**config.mk**
```make
export PLATFORM = sky130hd
export DESIGN_NAME = umi_regmaster
export DESIGN_NICKNAME = d
export VERILOG_FILES = /design/src/rtl/umi_pkg.sv /design/src/rtl/umi_cmd_pack.sv /design/src/rtl/umi_regmaster.sv
export SDC_FILE = /design/constraint.sdc
export NUM_CORES = 1
export LEC_CHECK = 0
export ABC_AREA = 0
export BUFFER_PORTS_ARGS = -buffer_cell sky130_fd_sc_hd__buf_2
export CORE_AREA = 2 2 232 234
export CTS_BUF_LIST = sky130_fd_sc_hd__clkbuf_4
export CTS_CLUSTER_SIZE = 24
export DETAILED_ROUTE_END_ITERATION = 6
export DIE_AREA = 0 0 234 236
export PLACE_DENSITY = 0.44
export SLEW_MARGIN = 30
export SYNTH_ARGS = -nofsm -noshare
export SYNTH_HDL_FRONTEND = slang
export SYNTH_SLANG_ARGS = --single-unit
```
**constraint.sdc**
```tcl
create_clock -name clk -period 3.2 [get_ports clk]
set_input_delay 0.32 -clock clk [delete_from_list [all_inputs] [get_ports clk]]
set_output_delay 0.32 -clock clk [all_outputs]
set_load 0.1 [all_outputs]
```
**src/rtl/umi_pkg.sv**
```systemverilog
// UMI opcode constants, command field offsets, completion codes and requester FSM states.
// Shared by UMI requesters and the command packer.
package umi_pkg;

  localparam logic [4:0] UMI_REQ_READ   = 5'h01;
  localparam logic [4:0] UMI_REQ_WRITE  = 5'h03;
  localparam logic [4:0] UMI_REQ_POSTED = 5'h05;
  localparam logic [4:0] UMI_RESP_READ  = 5'h02;
  localparam logic [4:0] UMI_RESP_WRITE = 5'h04;

  localparam int CMD_OPCODE_LSB = 0;
  localparam int CMD_SIZE_LSB   = 5;
  localparam int CMD_LEN_LSB    = 8;
  localparam int CMD_EOM_BIT    = 22;
  localparam int CMD_ERR_LSB    = 25;
  localparam int CMD_HOSTID_LSB = 27;

  localparam logic [1:0] ERR_OK  = 2'b00;
  localparam logic [1:0] ERR_TMO = 2'b11;

  typedef enum logic [1:0] {
    ST_IDLE = 2'd0,
    ST_REQ  = 2'd1,
    ST_WAIT = 2'd2,
    ST_DONE = 2'd3
  } rm_state_t;

endpackage

```
**src/rtl/umi_cmd_pack.sv**
```systemverilog
// Packs opcode/size/len/eom/hostid into a UMI command word; every other bit is zero.
// Purely combinational, no latency, no flow control.
module umi_cmd_pack
  import umi_pkg::*;
#(
  parameter int CW = 32
) (
  input  logic [4:0]    i_opcode,
  input  logic [2:0]    i_size,
  input  logic [7:0]    i_len,
  input  logic          i_eom,
  input  logic [4:0]    i_hostid,
  output logic [CW-1:0] o_cmd
);

  always_comb begin
    o_cmd                              = '0;
    o_cmd[CMD_OPCODE_LSB +: 5]         = i_opcode;
    o_cmd[CMD_SIZE_LSB +: 3]           = i_size;
    o_cmd[CMD_LEN_LSB +: 8]            = i_len;
    o_cmd[CMD_EOM_BIT]                 = i_eom;
    o_cmd[CMD_HOSTID_LSB +: 5]         = i_hostid;
  end

endmodule

```
**src/rtl/umi_regmaster.sv**
```systemverilog
// Single-outstanding host register strobe to UMI read/write/posted requester with response check and timeout.
// Request issued the cycle after accept, held until udev_req_ready; response always accepted.
module umi_regmaster
  import umi_pkg::*;
#(
  parameter int          CW      = 32,
  parameter int          AW      = 64,
  parameter int          DW      = 64,
  parameter int          RW      = 32,
  parameter logic [4:0]  HOSTID  = 5'd0,
  parameter logic [AW-1:0] SRCADDR = '0,
  parameter int          TOW     = 8
) (
  input  logic          clk,
  input  logic          nreset,
  input  logic          host_valid,
  input  logic          host_write,
  input  logic          host_posted,
  input  logic [AW-1:0] host_addr,
  input  logic [RW-1:0] host_wdata,
  output logic          host_ready,
  output logic          host_done,
  output logic [RW-1:0] host_rdata,
  output logic [1:0]    host_err,
  output logic          host_stray,
  output logic          udev_req_valid,
  output logic [CW-1:0] udev_req_cmd,
  output logic [AW-1:0] udev_req_dstaddr,
  output logic [AW-1:0] udev_req_srcaddr,
  output logic [DW-1:0] udev_req_data,
  input  logic          udev_req_ready,
  input  logic          udev_resp_valid,
  input  logic [CW-1:0] udev_resp_cmd,
  input  logic [AW-1:0] udev_resp_dstaddr,
  input  logic [AW-1:0] udev_resp_srcaddr,
  input  logic [DW-1:0] udev_resp_data,
  output logic          udev_resp_ready
);

  localparam int         TW   = (TOW > 0) ? TOW : 1;
  localparam logic [2:0] SIZE = 3'($clog2(RW / 8));

  rm_state_t     r_state;
  logic          r_write;
  logic          r_posted;
  logic [TW-1:0] r_tmo;
  logic          r_done;
  logic [RW-1:0] r_rdata;
  logic [1:0]    r_err;
  logic          r_stray;
  logic          r_req_vld;
  logic [CW-1:0] r_req_cmd;
  logic [AW-1:0] r_req_dst;
  logic [AW-1:0] r_req_src;
  logic [DW-1:0] r_req_dat;
  logic          r_resp_rdy;

  logic [4:0]    w_opcode;
  logic [CW-1:0] w_cmd;
  logic [4:0]    w_exp_op;
  logic          w_resp_match;
  logic [TW-1:0] w_tmo_nxt;
  logic          w_tmo_hit;
  logic          w_unused;

  // host_posted only matters for writes
  assign w_opcode = !host_write ? UMI_REQ_READ :
                    host_posted ? UMI_REQ_POSTED : UMI_REQ_WRITE;

  umi_cmd_pack #(.CW(CW)) u_cmd_pack (
    .i_opcode (w_opcode),
    .i_size   (SIZE),
    .i_len    (8'd0),
    .i_eom    (1'b1),
    .i_hostid (HOSTID),
    .o_cmd    (w_cmd)
  );

  assign w_exp_op     = r_write ? UMI_RESP_WRITE : UMI_RESP_READ;
  assign w_resp_match = (udev_resp_cmd[CMD_OPCODE_LSB +: 5] == w_exp_op) &&
                        (udev_resp_dstaddr == SRCADDR) &&
                        (udev_resp_cmd[CMD_HOSTID_LSB +: 5] == HOSTID);

  // Timeout fires on the cycle the counter saturates, unless a response arrives then.
  assign w_tmo_nxt = r_tmo + 1'b1;
  assign w_tmo_hit = (TOW > 0) && (&w_tmo_nxt);

  assign w_unused = ^{udev_resp_srcaddr, udev_resp_data, udev_resp_cmd};

  always_ff @(posedge clk or negedge nreset) begin
    if (!nreset) begin
      r_state    <= ST_IDLE;
      r_write    <= 1'b0;
      r_posted   <= 1'b0;
      r_tmo      <= '0;
      r_done     <= 1'b0;
      r_rdata    <= '0;
      r_err      <= ERR_OK;
      r_stray    <= 1'b0;
      r_req_vld  <= 1'b0;
      r_req_cmd  <= '0;
      r_req_dst  <= '0;
      r_req_src  <= '0;
      r_req_dat  <= '0;
      r_resp_rdy <= 1'b0;
    end else begin
      r_resp_rdy <= 1'b1;
      r_stray    <= udev_resp_valid && r_resp_rdy && (r_state != ST_WAIT);
      r_done     <= 1'b0;
      case (r_state)
        ST_IDLE: begin
          if (host_valid) begin
            r_write   <= host_write;
            r_posted  <= host_write && host_posted;
            r_req_vld <= 1'b1;
            r_req_cmd <= w_cmd;
            r_req_dst <= host_addr;
            r_req_src <= SRCADDR;
            r_req_dat <= host_write ? DW'(host_wdata) : '0;
            r_state   <= ST_REQ;
          end
        end
        ST_REQ: begin
          if (udev_req_ready) begin
            r_req_vld <= 1'b0;
            r_tmo     <= '0;
            if (r_posted) begin
              r_err   <= ERR_OK;
              r_done  <= 1'b1;
              r_state <= ST_DONE;
            end else begin
              r_state <= ST_WAIT;
            end
          end
        end
        ST_WAIT: begin
          if (udev_resp_valid) begin
            r_done  <= 1'b1;
            r_state <= ST_DONE;
            if (w_resp_match) begin
              r_err <= udev_resp_cmd[CMD_ERR_LSB +: 2];
              if (!r_write) r_rdata <= udev_resp_data[RW-1:0];
            end else begin
              r_err <= ERR_TMO;
            end
          end else if (w_tmo_hit) begin
            r_err   <= ERR_TMO;
            r_done  <= 1'b1;
            r_state <= ST_DONE;
          end else begin
            r_tmo <= w_tmo_nxt;
          end
        end
        default: r_state <= ST_IDLE;
      endcase
    end
  end

  assign host_ready       = (r_state == ST_IDLE);
  assign host_done        = r_done;
  assign host_rdata       = r_rdata;
  assign host_err         = r_err;
  assign host_stray       = r_stray;
  assign udev_req_valid   = r_req_vld;
  assign udev_req_cmd     = r_req_cmd;
  assign udev_req_dstaddr = r_req_dst;
  assign udev_req_srcaddr = r_req_src;
  assign udev_req_data    = r_req_dat;
  assign udev_resp_ready  = r_resp_rdy;

endmodule

```
### Yosys cells after proc, flatten, opt, wreduce, memory -nomap -nowiden

Index checks and enable logic that the tools add are counted.
W data, S select, Z words.

* memory bits (writable): 0
* latch bits: 0
* ROM bits: 0
* logic and storage cells: 69
* register bits after elaboration: 184
* memories kept: 0
* output and inout bits: 263

* multiply operators: 0
* equal/unequal tests: 10
* reductions and logical operators: 17
* order comparisons: 0
* mux-type cells: 27
* add/subtract/negate cells: 1
* bitwise logic cells: 1
* div/mod/pow operators: 0
* shifts and indexed selects: 0

Operators with widths (count)
* $logic_not A64 Y1: 1
* $mux W32: 1
* $mux W8: 3
* $mux W2: 8
* $pmux W8 S2: 1
* $ne A2 B2 Y1 const B: 6
* $reduce_and A4 Y1: 3
* $mux W3: 3
* $add A8 B1 Y8 const B: 1
* $reduce_and A8 Y1: 1
* $mux W1: 7
* $pmux W2 S3: 1
* $reduce_and A3 Y1: 2
* $eq A5 B3 Y1: 1
* $logic_and A1 B1 Y1: 5
* $logic_not A5 Y1: 1
* $pmux W1 S2: 2
* $pmux W2 S2: 1
* $reduce_bool A2 Y1: 2
* $ne A3 B3 Y1 const B: 1
* $eq A2 B1 Y1 const B: 1
* $eq A2 B2 Y1 const B: 1
* $logic_not A2 Y1: 1
* $reduce_and A2 Y1: 1
* $not A1 Y1: 1

### Logic depth before layout (Yosys ltp)

Gate-level depths: netlist (run 1).

* word-level depth: 7
* depth in mapped cells: 8
* depth with buffers taken out: 7

### Modules after synthesis

From an unflattened synthesis (run 1), not the netlist that was laid out.

* cell total of the unflattened synthesis: 703
* area, all modules: 8285.4 µm²

Modules (own cells, without submodules)
* umi_regmaster: area an instance 8041.5 µm², times used 1, sequential area each 4454.3 µm², cells each 670
* umi_cmd_pack: area an instance 244.0 µm², times used 1, sequential area each 0.0 µm², cells each 33

### Least setup slack after synthesis (run 1)

Ideal clock, no wire load.

* kind: reg2reg
* start point: register r_state[0]
* end point: register r_req_dst[33], in the netlist udev_req_dstaddr[33]
* setup time: 0.126 ns
* cell stages (with the launch flop): 7
* clock period less this slack: 2.546 ns
* data required time: 3.074 ns
* arrival: 2.420 ns
* path slack: 0.654 ns
* cell sequence: dfrtp_1 -> inv_1 -> ha_1 -> nand2_1 -> clkbuf_1 -> clkbuf_1 -> mux2_2

* word-level cells in the longest chain between the ends: 2

RTL lines
* start, declared: line umi_regmaster.sv:43 `rm_state_t r_state;`
* start signal, assigned: line umi_regmaster.sv:92 `r_state <= ST_IDLE;`
* start signal, assigned: line umi_regmaster.sv:120 `r_state <= ST_REQ;`
* start signal, assigned: line umi_regmaster.sv:130 `r_state <= ST_DONE;`
* $logic_not A2 Y1
* via host_ready: line umi_regmaster.sv:21 `output logic host_ready,`
* $reduce_and A2 Y1 (no source line)
* end signal, assigned: line umi_regmaster.sv:117 `r_req_dst <= host_addr;`
* end, declared: line umi_regmaster.sv:53 `logic [AW-1:0] r_req_dst;`

The timed path passes the listed nets, and every way through them passes these cells.
A chain may end at the register's enable or synchronous reset.

### Worst setup path in the final report (run 1)

* start point: register r_write
* end point: register r_rdata[31], in the netlist host_rdata[31]

* word-level cells in the longest chain between the ends: 5

RTL lines
* start, declared: line umi_regmaster.sv:44 `logic r_write;`
* start signal, assigned: line umi_regmaster.sv:113 `r_write <= host_write;`
* $mux W3: line umi_regmaster.sv:79 `assign w_exp_op = r_write ? UMI_RESP_WRITE : UMI_RESP_READ;`
* $eq A5 B3 Y1: line umi_regmaster.sv:80 `assign w_resp_match = (udev_resp_cmd[CMD_OPCODE_LSB +: 5] == w_exp_op) &&`
* $logic_and A1 B1 Y1: line umi_regmaster.sv:80
* $logic_and A1 B1 Y1: line umi_regmaster.sv:81 `(udev_resp_dstaddr == SRCADDR) &&`
* $reduce_and A4 Y1 (no source line) (*)
* end signal, assigned: line umi_regmaster.sv:142 `if (!r_write) r_rdata <= udev_resp_data[RW-1:0];`
* end, declared: line umi_regmaster.sv:48 `logic [RW-1:0] r_rdata;`

Every way passes the cells marked *; elsewhere a longest branch is shown, timed or not.

==> results of run 1 <==
[layout by cell type (no fill, tap or decap), drive strengths merged, types with 2 or more instances in the layout]
cell         netlist  layout
a21oi              7       7
and3               2       2
buf              134     357
bufinv             0       3
clkbuf            18      20
clkinv             0       5
conb               2     124
dfrtp            148     148
diode              0       5
dlygate4sd3        0     136
ha                 6       6
inv                6       9
mux2             100     100
nand2             82      82
nand2b             3       3
nand3              9       9
nand4              5       5
nor2               5       5
nor3               4       4
nor4              17      17
o211ai             2       2
o21ai             44      44
o311ai             4       4
or4                2       2
xnor2              2       2
[per-layer routing]
metal  up-vias  GRT usage (%)  part of all wire (%)
met5         -              0                 0.059
met2       260           13.6                    49
met3        26           3.42                   8.5
li1       2833              -                     -
met4         2           3.13                   2.0
met1      2785           8.64                    40
[worst min path at each step]
stage,slack (ns),depth (start not counted),start,to
2_1_floorplan,0.02,0,nreset,host_done
3_3_place_gp,0.38,1,nreset,udev_req_dstaddr[40]
3_5_place_dp,0.37,1,nreset,udev_req_dstaddr[33]
4_1_cts,0.04,3,host_valid,r_state[0]
5_1_grt,0.07,3,host_valid,r_state[0]
6_report,0.18,2,nreset,udev_req_dstaddr[6]
[per-stage QoR]
stage	power (mW)	cells
floorplan	9.40	740
global placement	10.6	1641
detailed placement	10.6	1641
CTS	12.2	1809
global route	12.6	1814
finish	12.0	1814
[power breakdown]
| group | leakage (nW) | total (mW) | internal, mW | switching (mW) |
|---|---|---|---|---|
| registers | 1.88 | 2.91 | 2.54 | 0.370 |
| logic | 3.48 | 7.75 | 1.30 | 6.45 |
| clock network | 0.165 | 1.33 | 0.570 | 0.762 |
[registers in the layout (all words and copies together) (netlist names)]
| name | cells |
|---|---|
| host_done | 1 |
| host_err | 2 |
| host_rdata | 32 |
| host_stray | 1 |
| r_state | 2 |
| r_tmo | 8 |
| r_write | 1 |
| udev_req_cmd | 3 |
| udev_req_data | 32 |
| udev_req_dstaddr | 64 |
| udev_req_valid | 1 |
| udev_resp_ready | 1 |
[final cells by class]
| class | instances | area, um2 |
|---|---|---|
| tap | 696 | 871 |
| clock inverter | 12 | 153 |
| antenna | 5 | 12.5 |
| inverter | 6 | 22.5 |
| fill | 5823 | 42100 |
| timing repair buffer | 493 | 3210 |
| sequential | 148 | 3700 |
| multi-input combinational | 434 | 2840 |
| clock buffer | 20 | 150 |
[Yosys cell counts (2+ instances only)]
cell      instances
o211ai_1          2
xnor2_1           2
and3_1            2
or4_4             2
nand2b_1          3
a21oi_1           7
o21ai_0          43
ha_1              6
clkbuf_1         18
dfrtp_1         148
inv_1             6
nand4_1           5
mux2_2           70
buf_4           126
conb_1            2
nand3_1           9
nor4_1           14
nor2_1            5
mux2_4           30
nand2_1          82
o311ai_0          4
nor3_1            4
nor4_2            3
buf_1             3
buf_12            3
[worst reg2reg max path, cell delays in order (launching register included)]
cell,delay (ns)
dfrtp_1,0.40
and3b_1,0.17
a21oi_1,0.05
or4_4,0.51
or4_4,0.79
mux2_4,0.46
[kinds of logic (layout without fill, tap and decap cells)]
group | count (synthesis) | count (layout) | synth area share (%)
buffers and inverters | 158 | 531 | 15.6
DFF | 148 | 148 | 51.5
and+or+nand+nor | 136 | 136 | 9.06
muxes | 101 | 101 | 17.3
AOI/OAI and AO/OA | 65 | 65 | 5.15
adders and majority gates | 6 | 6 | 1.04
other | 2 | 129 | 0.104
xor gates and xnor gates | 2 | 2 | 0.243
==> qor.txt, run 1 <==
Clock Latency Late Sink: 0.69 ns
Resized cells post-CTS: 0
HP Class: input pin to async pin
global route total overflow: 0
register area share after synthesis: 51.5%
number of synthesized flops with an enable pin: 0
CP Launch Point: r_write
Critical Path End Type: flip-flop
Synth cell types: 44
Startpoint Class: flip-flop
post-synth top area share: 51.5%
R2R depth: 5
drt first-iter violations: 134
share of flip-flops with an asynchronous set or reset: 100%
Cells after Synth: 618
I/O Buffers: 350
Synth Flop Type: dfrtp_1
worst path cell trace: and3b_1 -> a21oi_1 -> or4_4 -> or4_4 -> mux2_4
total stage count of the critical path: 5
Area growth syn-to-layout: 52.2%
Worst EP required: 3.76 ns
Critical Path Fanout Max: 32
Slew HR: 45.8%
num ports: 590
final core occ: 20.6%
DIE HEIGHT: 236 um
design area: 0.0110 mm2
Final GP Congestion: 0.727
antenna viol nets, final: 0
total track usage: 7.98%
DIE AREA: 0.0552 mm2
Slew Viols, Final: 0
Pwr Density: 1090 mW/mm2
vias in the first global route: 6045
#FFs+latches synth: 148
area leader, netlist: dfrtp_1
cts bufs inserted: 17
CP max stage delay: 0.79 ns
share of cells above drive strength 1: 44.4%
Sink Count: 148
CP endpoint: host_rdata[31]
crit share post-route: 77.8%
# Max-Cap Violations: 0
DIE WIDTH: 234 um
Crit Path Class: flip-flop to flip-flop
Placed Area: 0.00928 mm2
WL final: 22200 um
Max Freq: 0.402 GHz
First-pass DRT Iterations: 4
DP Wirelength: 15900 um
Final TNS setup: 0 ns
Worst path top cell family by delay: simple AND/OR/NAND/NOR gates
run status: completed
syn avg cell area: 11.6 um2
Crit path buffers/inverters: 0
hold slack: 0.185 ns
Fin Clk Skew: 0.0218 ns
first-pass GRT wire length: 32700 um
WL/cell: 12.2 um
initial antenna violation count: 3
Leak: 5.52 nW
Via density: 3.26
FF-to-FF End: host_rdata[31]
Starting Density: 13.6%
TritonCTS clock tree: built
post-route setup slack: 0.712 ns
YS warnings: 0
CP dominant cell by count: or4_4
CTS hold repair buffers: 136
Core ar.: 0.0531 mm2
reg-to-reg startpoint: r_write
final net count: 1433
arrival time at the worst endpoint: 3.05 ns
Max stage delay cell, worst path: or4_4
Peak VDD IR: 0.828 mV
largest net degree at the start of global routing: 67
DRC viols: 0
Site Rows: 85
setup slack, reg-to-reg: 0.71 ns
RSZ-0062 raised after global routing: no
actual slew at the worst max-slew pin: 0.813 ns
via count: 5906
H-tree depth: 4
final setup fails: 0
Clock Path Buffers: 2
main area contributors after synthesis: dfrtp_1 51%, buf_4 13%, mux2_2 11%
Fin. Hold Viols: 0
Mapped Area: 0.00720 mm2
pre-CTS setup slack: 0.184 ns
setup bufs post-CTS: 0
root buf cell: clkbuf_4
clk slew on worst S/H paths: 0.14 ns
Final min period: 2.49 ns
No activity file was read; power rests on OpenSTA's default activity.
==> inputs of run 2 (changes only) <==
ABC_AREA = 1   (was 0)
CORE_AREA = 2 2 230 232   (was 2 2 232 234)
DIE_AREA = 0 0 232 234   (was 0 0 234 236)
PLACE_DENSITY = 0.46   (was 0.44)
clock period = 2.2 ns   (was 3.2 ns; I/O delays follow)
==> qor.txt, run 2 <==
Mapped Area: 0.00735 mm2 (+2.1%)
WL final: 24300 um (+9.6%)
Non-Filler Instances: 2125 (+17%)
#FFs+latches synth: 148 (unchanged)
dpl cells: 1925 (+17%)
Clock power frac: 11.2% (about the same)
DIE AREA: 0.0543 mm2 (-1.7%)
number of synthesized flops with an enable pin: 0 (unchanged)
post-synth top area share: 50.4% (-1.1 points)
register area share after synthesis: 50.4% (-1.1 points)
Crit Path Class: flip-flop to output port
Clock Latency Late Sink: 0.70 ns (about the same)
Max Freq: 0.504 GHz
share of flip-flops with an asynchronous set or reset: 100% (unchanged)
global route total overflow: 0 (unchanged)
reg-to-reg startpoint: r_state[0]
Placed Area: 0.00947 mm2 (+2.1%)
DP Wirelength: 17000 um (+7.0%)
clk slew on worst S/H paths: 0.12 ns (-0.02 ns)
Sw Ratio: 64.8% (+1.6 points)
Multi-input gate area: 0.00283 mm2 (-0.26%)
# fillers: 5795 (-0.48%)
final net count: 1755 (+22%)
drt first-iter violations: 185 (+38%)
Peak VDD IR: 1.33 mV (+60%)
combinational share of power: 64.4% (-0.2 points)
Site Rows: 84 (-1.2%)
root buf cell: clkbuf_4
pre-CTS setup slack: 0.254 ns (+0.0696 ns)
DIE HEIGHT: 234 um (-0.85%)
hold path startpoint: host_write
syn avg cell area: 8.04 um2 (-31%)
largest net degree at the start of global routing: 96 (+43%)
total track usage: 8.81% (+0.84 points)
arrival time at the worst endpoint: 1.76 ns (-1.29 ns)
H-tree depth: 4 (unchanged)
Cells after Synth: 914 (+48%)
DRC viols: 0 (unchanged)
Critical Path Fanout Max: 4 (-88%)
most frequent cell after synthesis: nand2_1
I/O Buffers: 350 (unchanged)
# Max-Cap Violations: 0 (unchanged)
Synth cell types: 31 (-30%)
main area contributors after synthesis: dfrtp_1 50%, nand2_1 18%, buf_4 13%
Sink Count: 148 (unchanged)
CP Launch Point: r_state[0]
final core occ: 22.0% (+1.4 points)
initial antenna violation count: 4 (+1)
design area: 0.0115 mm2 (+4.5%)
Clock Path Buffers: 2 (unchanged)
Core ar.: 0.0520 mm2 (-2.0%)
final setup fails: 0 (unchanged)
Synth Flop Type: dfrtp_1
crit share post-route: 90.2%
WL/cell: 11.4 um (-6.4%)
cts bufs inserted: 17 (unchanged)
setup bufs post-CTS: 0 (unchanged)
Pwr Density: 1490 mW/mm2 (+36%)
RSZ-0062 raised after global routing: no
area leader, netlist: dfrtp_1
Leak: 6.06 nW (+9.8%)
Fin. Hold Viols: 0 (unchanged)
antenna viol nets, final: 0 (unchanged)
Tot Pwr: 17.1 mW (+42%)
Fin Clk Skew: 0.0317 ns (+0.00982 ns)
Synth top cells by count: 359 x nand2_1, 148 x dfrtp_1, 126 x buf_4, 73 x nor2_1, 49 x inv_1
Final GP Congestion: 0.732 (+0.60%)
Starting Density: 14.1% (+0.57 points)
number of flip-flops in the largest register: 64 (unchanged)
Seq pwr share: 24.4% (about the same)
Final TNS setup: 0 ns (unchanged)
post-route setup slack: 0.216 ns (-0.496 ns)
Reg area: 0.00370 mm2 (unchanged)
TritonCTS clock tree: built
Critical Path End Type: output port
share of cells above drive strength 1: 28.5% (-16 points)
run status: completed
most frequent cells in the layout: 358 x nand2_1, 348 x buf_2, 165 x dlygate4sd3_1, 148 x dfrtp_1, 124 x conb_1
most common cell after layout, fill and taps aside: nand2_1
YS warnings: 0 (unchanged)
Worst EP required: 1.98 ns (-1.78 ns)
Slew Viols, Final: 0 (unchanged)
First-pass DRT Iterations: 5 (+1)
Sw Pwr: 11.1 mW (+46%)
first-pass GRT wire length: 36200 um (+11%)
Slew HR: 61.7% (+16 points)
HP Class: input pin to flip-flop
actual slew at the worst max-slew pin: 0.574 ns (-0.238 ns)
vias in the first global route: 7022 (+16%)
hold slack: 0.215 ns (+0.0304 ns)
Startpoint Class: flip-flop
P_int: 6.01 mW (+36%)
Final min period: 1.98 ns
via count: 7230 (+22%)
Area growth syn-to-layout: 55.8%
DIE WIDTH: 232 um (-0.85%)
Via density: 3.40 (+4.5%)
num ports: 590 (unchanged)
## run 2: cell types whose count changed after synthesis, sizes merged, moves of 17 or more
cell / change
nand2: +280
nor4: -17
inv: +43
o21ai: +37
mux2: -100
nor2: +73
## run 2: cells by family (layout without fill, tap and decap cells)
kind of cell / Yosys count / count (layout) / share of synthesized area (%)
other: 2 / 127 / 0.102
AO/OA/AOI/OAI: 87 / 87 / 6.26
AND/OR/NAND/NOR: 462 / 462 / 24.6
buffers and inverters: 208 / 606 / 17.5
adder cells (fa/ha/maj): 6 / 6 / 1.02
XOR/XNOR: 1 / 1 / 0.119
flip-flops: 148 / 148 / 50.4
## run 2: per-layer routing
metal / up-vias / part of all wire [%] / GRT usage (%) / routed length, um
met5: - / 0.033 / 0 / 8
li1: 3586 / - / - / -
met2: 314 / 50 / 15.2 / 12100
met4: 2 / 3.0 / 4.87 / 736
met1: 3295 / 39 / 9.34 / 9500
met3: 33 / 8.1 / 3.25 / 1960
## run 2: timing repair
item | CTS | global route
endpoints found under the hold margin | 289 | 0
resized for setup | 2 | 0
endpoints found under the setup margin | 1 | 0
hold buffers | 166 | 0
## run 2: path summary, 6_finish.rpt
path	slack (ns)	cells after the start	endpoint
worst max-delay path	0.22	3	host_ready
worst min-delay path	0.21	3	udev_req_cmd[1]
min in group asynchronous	0.62	4	udev_req_data[21]
max in group asynchronous	1.23	4	host_rdata[12]
worst max register to register	0.27	8	host_rdata[14]
worst min register to register	0.49	2	udev_req_dstaddr[36]
## run 2: area by class of cell
cell class,count,area share (%)
Clock inverter,14,1.41
Tap cell,688,7.52
Timing Repair Buffer,526,31.3
Clock buffer,17,1.11
Multi-Input combinational cell,680,24.7
Inverter,49,1.61
Antenna cell,3,0.0655
Sequential cell,148,32.3
## run 2: worst max-delay path: stages, from the launching register on
cell,delay [ns]
dfrtp_1,0.43
inv_1,0.10
ha_2,0.29
buf_6,0.26
## run 2: power groups by stage
stage	Clock (mW)	Sequential (mW)	Combinational, mW
floorplan	0	10.5	2.75
global placement	0	4.18	10.8
detailed placement	0	4.18	10.8
CTS	2.04	4.17	11.1
global route	2.14	4.30	11.5
finish	1.91	4.17	11.0
